File: src/rtl/sipo_pkg.sv
// Shared definitions for the parallel-load shift-register link.
// Used by the receive-side deserializer and its output buffer.
package sipo_pkg;

    localparam int   SIPO_WIDTH = 8;

    localparam logic DIR_LEFT   = 1'b0;
    localparam logic DIR_RIGHT  = 1'b1;

    typedef enum logic {
        BUF_EMPTY = 1'b0,
        BUF_FULL  = 1'b1
    } buf_state_t;

endpackage

File: src/rtl/sipo_out_buf.sv
// Single-word valid/ready holding register between the receiver and its consumer.
// When a completed word arrives while the held word is still pending, the new word is dropped.
//
//   state     | meaning
//   ----------+------------------------------------------------------------
//   BUF_EMPTY | no word held; data_ready is ignored
//   BUF_FULL  | data_out holds an unconsumed word; data_valid asserted
module sipo_out_buf
    import sipo_pkg::*;
#(
    parameter int WIDTH = SIPO_WIDTH
) (
    input  logic             clk,
    input  logic             reset_n,
    input  logic             word_done,
    input  logic [WIDTH-1:0] word,
    input  logic             data_ready,
    input  logic             clear_overrun,
    output logic [WIDTH-1:0] data_out,
    output logic             data_valid,
    output logic             overrun
);

    buf_state_t state_q, state_d;
    logic       load;
    logic       drop;

    always_ff @(posedge clk or negedge reset_n) begin
        if (!reset_n) begin
            state_q <= BUF_EMPTY;
        end else begin
            state_q <= state_d;
        end
    end

    always_comb begin
        state_d = state_q;
        load    = 1'b0;
        drop    = 1'b0;
        case (state_q)
            BUF_EMPTY: begin
                if (word_done) begin
                    load    = 1'b1;
                    state_d = BUF_FULL;
                end
            end
            BUF_FULL: begin
                if (data_ready) begin
                    // Accept and refill in the same cycle, so back-to-back words have no bubble.
                    load    = word_done;
                    state_d = word_done ? BUF_FULL : BUF_EMPTY;
                end else if (word_done) begin
                    drop = 1'b1;
                end
            end
            default: state_d = BUF_EMPTY;
        endcase
    end

    always_ff @(posedge clk or negedge reset_n) begin
        if (!reset_n) begin
            data_out <= '0;
        end else if (load) begin
            data_out <= word;
        end
    end

    // A drop in the same cycle as a clear leaves the flag set.
    always_ff @(posedge clk or negedge reset_n) begin
        if (!reset_n) begin
            overrun <= 1'b0;
        end else if (drop) begin
            overrun <= 1'b1;
        end else if (clear_overrun) begin
            overrun <= 1'b0;
        end
    end

    assign data_valid = (state_q == BUF_FULL);

endmodule

File: src/rtl/sipo_deserializer_rx.sv
// Receive end of the shift-register link: assembles one serial bit per strobe into a word,
// with per-word bit order, and hands completed words to a one-word valid/ready buffer.
module sipo_deserializer_rx
    import sipo_pkg::*;
#(
    parameter int WIDTH = SIPO_WIDTH
) (
    input  logic                     clk,
    input  logic                     reset_n,
    input  logic                     sin,
    input  logic                     sin_valid,
    input  logic                     frame_start,
    input  logic                     shift_left_right,
    output logic [WIDTH-1:0]         data_out,
    output logic                     data_valid,
    input  logic                     data_ready,
    output logic [$clog2(WIDTH)-1:0] bit_count,
    output logic                     overrun,
    input  logic                     clear_overrun
);

    localparam int            CW       = $clog2(WIDTH);
    localparam logic [CW-1:0] LAST_BIT = CW'(WIDTH - 1);

    logic [WIDTH-1:0] sr_q, sr_d, sr_base;
    logic [CW-1:0]    cnt_q, cnt_d, cnt_base;
    logic             dir_q, dir_d, dir_cur;
    logic             word_done;

    // frame_start restarts the word before the bit on the same cycle is applied.
    always_comb begin
        sr_base   = frame_start ? '0 : sr_q;
        cnt_base  = frame_start ? '0 : cnt_q;
        dir_cur   = (frame_start || cnt_q == '0) ? shift_left_right : dir_q;
        sr_d      = sr_base;
        cnt_d     = cnt_base;
        dir_d     = dir_q;
        word_done = 1'b0;
        if (sin_valid) begin
            dir_d = dir_cur;
            if (dir_cur == DIR_LEFT) begin
                sr_d = {sr_base[WIDTH-2:0], sin};
            end else begin
                sr_d = {sin, sr_base[WIDTH-1:1]};
            end
            if (cnt_base == LAST_BIT) begin
                cnt_d     = '0;
                word_done = 1'b1;
            end else begin
                cnt_d = cnt_base + CW'(1);
            end
        end
    end

    always_ff @(posedge clk or negedge reset_n) begin
        if (!reset_n) begin
            sr_q  <= '0;
            cnt_q <= '0;
            dir_q <= DIR_LEFT;
        end else begin
            sr_q  <= sr_d;
            cnt_q <= cnt_d;
            dir_q <= dir_d;
        end
    end

    assign bit_count = cnt_q;

    sipo_out_buf #(
        .WIDTH (WIDTH)
    ) u_out_buf (
        .clk           (clk),
        .reset_n       (reset_n),
        .word_done     (word_done),
        .word          (sr_d),
        .data_ready    (data_ready),
        .clear_overrun (clear_overrun),
        .data_out      (data_out),
        .data_valid    (data_valid),
        .overrun       (overrun)
    );

endmodule

File: config.mk
export PLATFORM = sky130hd
export DESIGN_NAME = sipo_deserializer_rx
export DESIGN_NICKNAME = d
export VERILOG_FILES = /design/src/rtl/sipo_pkg.sv /design/src/rtl/sipo_out_buf.sv /design/src/rtl/sipo_deserializer_rx.sv
export SDC_FILE = /design/constraint.sdc
export NUM_CORES = 1
export LEC_CHECK = 0
export BUFFER_PORTS_ARGS = -buffer_cell sky130_fd_sc_hd__buf_2
export CORE_MARGIN = 3
export CORE_UTILIZATION = 45
export DETAILED_ROUTE_END_ITERATION = 10
export PLACE_DENSITY = 0.75
export SETUP_SLACK_MARGIN = 0.5
export SLEW_MARGIN = 25
export SYNTH_ARGS = -nofsm -noshare
export SYNTH_HDL_FRONTEND = slang
export SYNTH_SLANG_ARGS = --single-unit
File: constraint.sdc
create_clock -name clk -period 2.6 [get_ports clk]
set_input_delay 0.13 -clock clk [delete_from_list [all_inputs] [get_ports clk]]
set_output_delay 0.13 -clock clk [all_outputs]
set_load 0.005 [all_outputs]
# Word-level counts from Yosys, hierarchy flattened
# Index checks and enable logic that the tools add are counted.
# op_classes
add_sub_neg	1
n_eq_ne	1
n_mux	18
bitwise	1
n_reduce_logical	3
# op_table
op	count
8-bit two-way mux	3
1-bit two-way mux	10
3-bit two-way mux	3
1-bit one-hot mux with 2 select lines	2
3-bit by 1-bit adder with 3-bit output, second input constant	1
3-bit == test, second input constant	1
3-bit zero test	1
2-bit nonzero test	1
1-bit logical OR	1
1-bit inverter	1
# word_totals
regBits	22
inputBits	8
output_inout_bits	13
wordCells	30

# Longest topological paths before layout
# logic_depth
word_depth	8
ltp_mapped	7
ltp_nobuf	6

# Modules after synthesis
# A second synthesis with hierarchy kept.
# unflattened
hier_cells	91
area_unflattened_um2	1069.8
# modules_own_cells
mod	instances	cells_each	area_per_inst_um2
sipo_deserializer_rx	1	67	656.9
sipo_out_buf	1	24	412.9

# Worst setup path before layout
# Ideal clock, no wire load.
# synth_path
path_kind	register to register
start	reg cnt_q[1], in the netlist bit_count[1]
end	reg u_out_buf.data_out[0]
setup_ns	0.125
arrival_time_ns	1.756
setup_slack_ns	0.720
path_stages_with_launch	5
path_buffers	0
synth_period_minus_slack_ns	1.880
cell_sequence	dfrtp_1 > or4b_4 > o311ai_4 > mux2_2 > mux2_2
# synth_via
elab_chain_len	6
word_cells_on_any_way	12
classes_between	eq/ne (1); mux (9); reduce/logical (2)
# synth_lines
element	line_no	rtl
start, declared	sipo_deserializer_rx.sv:26	logic [CW-1:0] cnt_q, cnt_d, cnt_base;
start signal, assigned	sipo_deserializer_rx.sv:62	cnt_q <= cnt_d;
3-bit two-way mux	sipo_deserializer_rx.sv:33	cnt_base = frame_start ? '0 : cnt_q;
3-bit == test	sipo_deserializer_rx.sv:46	if (cnt_base == LAST_BIT) begin
1-bit two-way mux	sipo_deserializer_rx.sv:46	
1-bit two-way mux	sipo_deserializer_rx.sv:39	if (sin_valid) begin
1-bit two-way mux (on tied branches)	sipo_out_buf.sv:48, sipo_out_buf.sv:42	
1-bit one-hot mux with 2 select lines	sipo_out_buf.sv:40	case (state_q)
end signal, assigned	sipo_out_buf.sv:64	data_out <= word;
end, declared	sipo_out_buf.sv:19	output logic [WIDTH-1:0] data_out,
# Several ways; a longest one is shown, not always the timed one.
# A chain may end at the register's enable or synchronous reset.

# Worst setup path in the final report
# Ends and elaborated chain as after synthesis.

==> metrics <==
first-pass GRT wire length 3.41 mm; total vias in the final route 698; data arrival at the endpoint of the critical path 2.15 ns; setup bufs post-CTS 0; number of different library cells in the post-synthesis netlist 21; number of antenna-violating nets in the routed design 0; register-to-register setup slack 0.65 ns; Layout Skew 0.00115 ns; count of antenna diodes in the layout 0; vias in the first global route 682; placed cell area 1120 um^2; post-synthesis cell count 86; CTS HTree Levels 1; maximum number of pins on one net before global-route repair 23; ratio of routed vias to standard cells 5.09; CTS tree built; Sum Neg Setup Slack 0 ns; Worst R2R Start bit_count[1]; top cell type by total area after synthesis dfrtp_1; max-cap violations 0; number of max-slew violations in the final report 0; top-area cell type share of the netlist area 0.555; Worst-path clk slew 0.12 ns; synthesized netlist net count 96; delay of the slowest cell on the worst path 0.55 ns; DRT iter0 DRCs 10; Initial Utilization 0.491; Pwr per Cell Area 568 nW/um^2; count of TritonRoute iterations in the first routing pass 4; sort of element at the end of the critical path flip-flop; sequential-to-total area share from yosys stat 0.555; share of cells above drive strength 1 0.309; fraction of the core area covered by cells at the end of the flow 0.583; capture point of the worst reg-to-reg path u_out_buf.data_out[0]; setup violators final 0; Port Buf Inserts 20; Worst-Margin Slew 0.592 ns; Area contributors post-synth dfrtp_1, mux2_2, mux2i_1; worst rel slew slack 0.604; standard cell with the maximum stage delay on the critical path or4b_4; TritonCTS Buffers 3; Leak Pwr 0.600 nW; total I/O pin count 21; final net count 121; RePlAce Congestion 0.765; number of register bits inferred by synthesis 22; Mapped Area 992 um^2; most numerous cell on the critical path mux2_2; DRC violation count after routing 0; DIE HEIGHT 53.0 um; Hold/Removal Path Class in2reg; required time of the critical path 2.80 ns; die area 2800 um^2; Worst Hold End u_out_buf.data_valid; Max Root-Sink Buffers 2; wire per inst 14.1 um; cell-by-cell trace of the critical path or4b_4 -> o311ai_4 -> mux2_2 -> mux2_2; type of the setup path with the least slack reg2reg; mean post-synth cell area 11.5 um^2; Worst Setup Start Kind flip-flop; number of core rows 16; global route total overflow 0; setup repair after global routing missed its margin false; count of synthesis-stage warnings from yosys 0; path depth of the worst reg2reg path 4; number of hold violations in the final report 0; Layout Area Growth over Synthesis 18.8%; design area 1180 um^2; final critical-path required period 1.95 ns; final period utilization 0.749; maximum fanout encountered on the critical timing path 9; result of the run complete, no violations; Horiz. Die Dim 53.0 um; Core Region 2020 um^2; DP Wirelength 1.37 mm; Filler Cells Inserted 167; upper clock frequency limit 513 MHz; total wire length after detailed routing 1.93 mm; cell depth of the worst hold path 3; start point of the worst min-delay path data_ready; Clk Tree Root Cell clkbuf_4; number of sinks handled by clock tree synthesis 22; insertion delay to the later sink of the worst-skew pair 0.30 ns; All-Layer GR Usage 0.166; maximum VDD drop 354 uV; initial antenna violation count 0
cell usage in the layout (no fill, tap or decap):
| cell | n |
|---|---|
| a211oi_1 | 6 |
| a22o_1 | 2 |
| buf_2 | 20 |
| buf_4 | 1 |
| clkbuf_4 | 3 |
| clkbuf_8 | 1 |
| dfrtp_1 | 22 |
| dlygate4sd3_1 | 2 |
| ha_1 | 2 |
| inv_1 | 2 |
| mux2_2 | 6 |
| mux2i_1 | 6 |
| nand2_1 | 10 |
| nand2b_1 | 1 |
| nand3_1 | 1 |
| nor2_1 | 7 |
| nor2b_1 | 5 |
| nor3_1 | 1 |
| o21ai_0 | 7 |
| o22ai_1 | 1 |
| o311ai_4 | 1 |
| or2_2 | 1 |
| or4b_4 | 1 |
| xor2_1 | 1 |
through the flow:
stage | instances | worst slack, ns | power (mW) | hold slack, ns
after floorplan | 86 | 0.720 | 0.452 | -0.166
after global placement | 131 | 0.705 | 0.482 | 0.114
after detailed placement | 131 | 0.677 | 0.486 | 0.119
after CTS | 136 | 0.659 | 0.671 | 0.0122
after global routing | 137 | 0.565 | 0.704 | 0.0986
final | 137 | 0.652 | 0.669 | 0.113
Yosys cell counts:
cell type,n
a211oi_1,6
a22o_1,2
buf_1,2
clkbuf_1,1
dfrtp_1,22
ha_1,2
inv_1,2
mux2_2,6
mux2i_1,6
nand2_1,10
nand2b_1,1
nand3_1,1
nor2_1,7
nor2b_1,5
nor3_1,1
o21ai_0,7
o22ai_1,1
o311ai_4,1
or2_2,1
or4b_4,1
xor2_1,1
power by group:
group	total (mW)	internal [mW]	switching, mW	leakage, nW
combinational	0.107	0.0501	0.0572	0.282
sequential	0.375	0.360	0.0147	0.296
clock	0.187	0.0853	0.101	0.0210
total	0.669	0.496	0.173	0.600
cells by family (layout without fill, tap and decap cells):
| group | count (synthesis) | after routing | share of synthesized area |
|---|---|---|---|
| adders and majority gates | 2 | 2 | 0.0252 |
| AOI/OAI and AO/OA | 17 | 17 | 0.131 |
| DFF | 22 | 22 | 0.555 |
| xor gates and xnor gates | 1 | 1 | 0.00883 |
| and+or+nand+nor | 27 | 27 | 0.132 |
| buffers and inverters | 5 | 29 | 0.0189 |
| muxes | 12 | 12 | 0.129 |
worst max-delay path by stage:
stage                 startpoint                    end  slack (ns)  cells after the start
global placement    bit_count[1]  u_out_buf.data_out[0]        0.71                      4
CTS                 bit_count[1]  u_out_buf.data_out[7]        0.66                      4
floorplan           bit_count[1]  u_out_buf.data_out[0]        0.72                      4
global route        bit_count[0]  u_out_buf.data_out[4]        0.56                      6
detailed placement  bit_count[1]  u_out_buf.data_out[7]        0.68                      4
finish              bit_count[1]  u_out_buf.data_out[0]        0.65                      4
layer usage:
layer / share of wire / GRT usage / wire length [um]
met1: 0.52 / 0.258 / 999
met2: 0.44 / 0.236 / 846
met3: 0.036 / 0.0254 / 70
met4: 0.0073 / 0.0511 / 14
met5: 0 / 0 / 0
registers in the layout (all words and copies together), names as in the netlist:
register and flops:
bit_count 3, dir_q 1, sr_q 8, u_out_buf.data_out 8
u_out_buf.data_valid 1, u_out_buf.overrun 1
critical path, delay by kind of cell, from the launching register on:
kind | cells | cell delay [ns]
AO/OA/AOI/OAI | 1 | 0.20
flip-flops | 1 | 0.42
multiplexers | 2 | 0.68
AND/OR/NAND/NOR | 1 | 0.55
final cells by class:
cell class              count  area (um^2)  area share
flip-flops and latches     22          551       0.467
repair buffers             23          128       0.108
clock buffers               4         36.3      0.0308
multi-input cells          59          423       0.359
well taps                  27         33.8      0.0287
inverters                   2         7.51     0.00637
what timing repair did:
item,in CTS,in global routing
hold buffers,1,1
hold endpoints to repair,22,1
resized for setup,0,0
No activity file was read; power rests on OpenSTA's default activity.
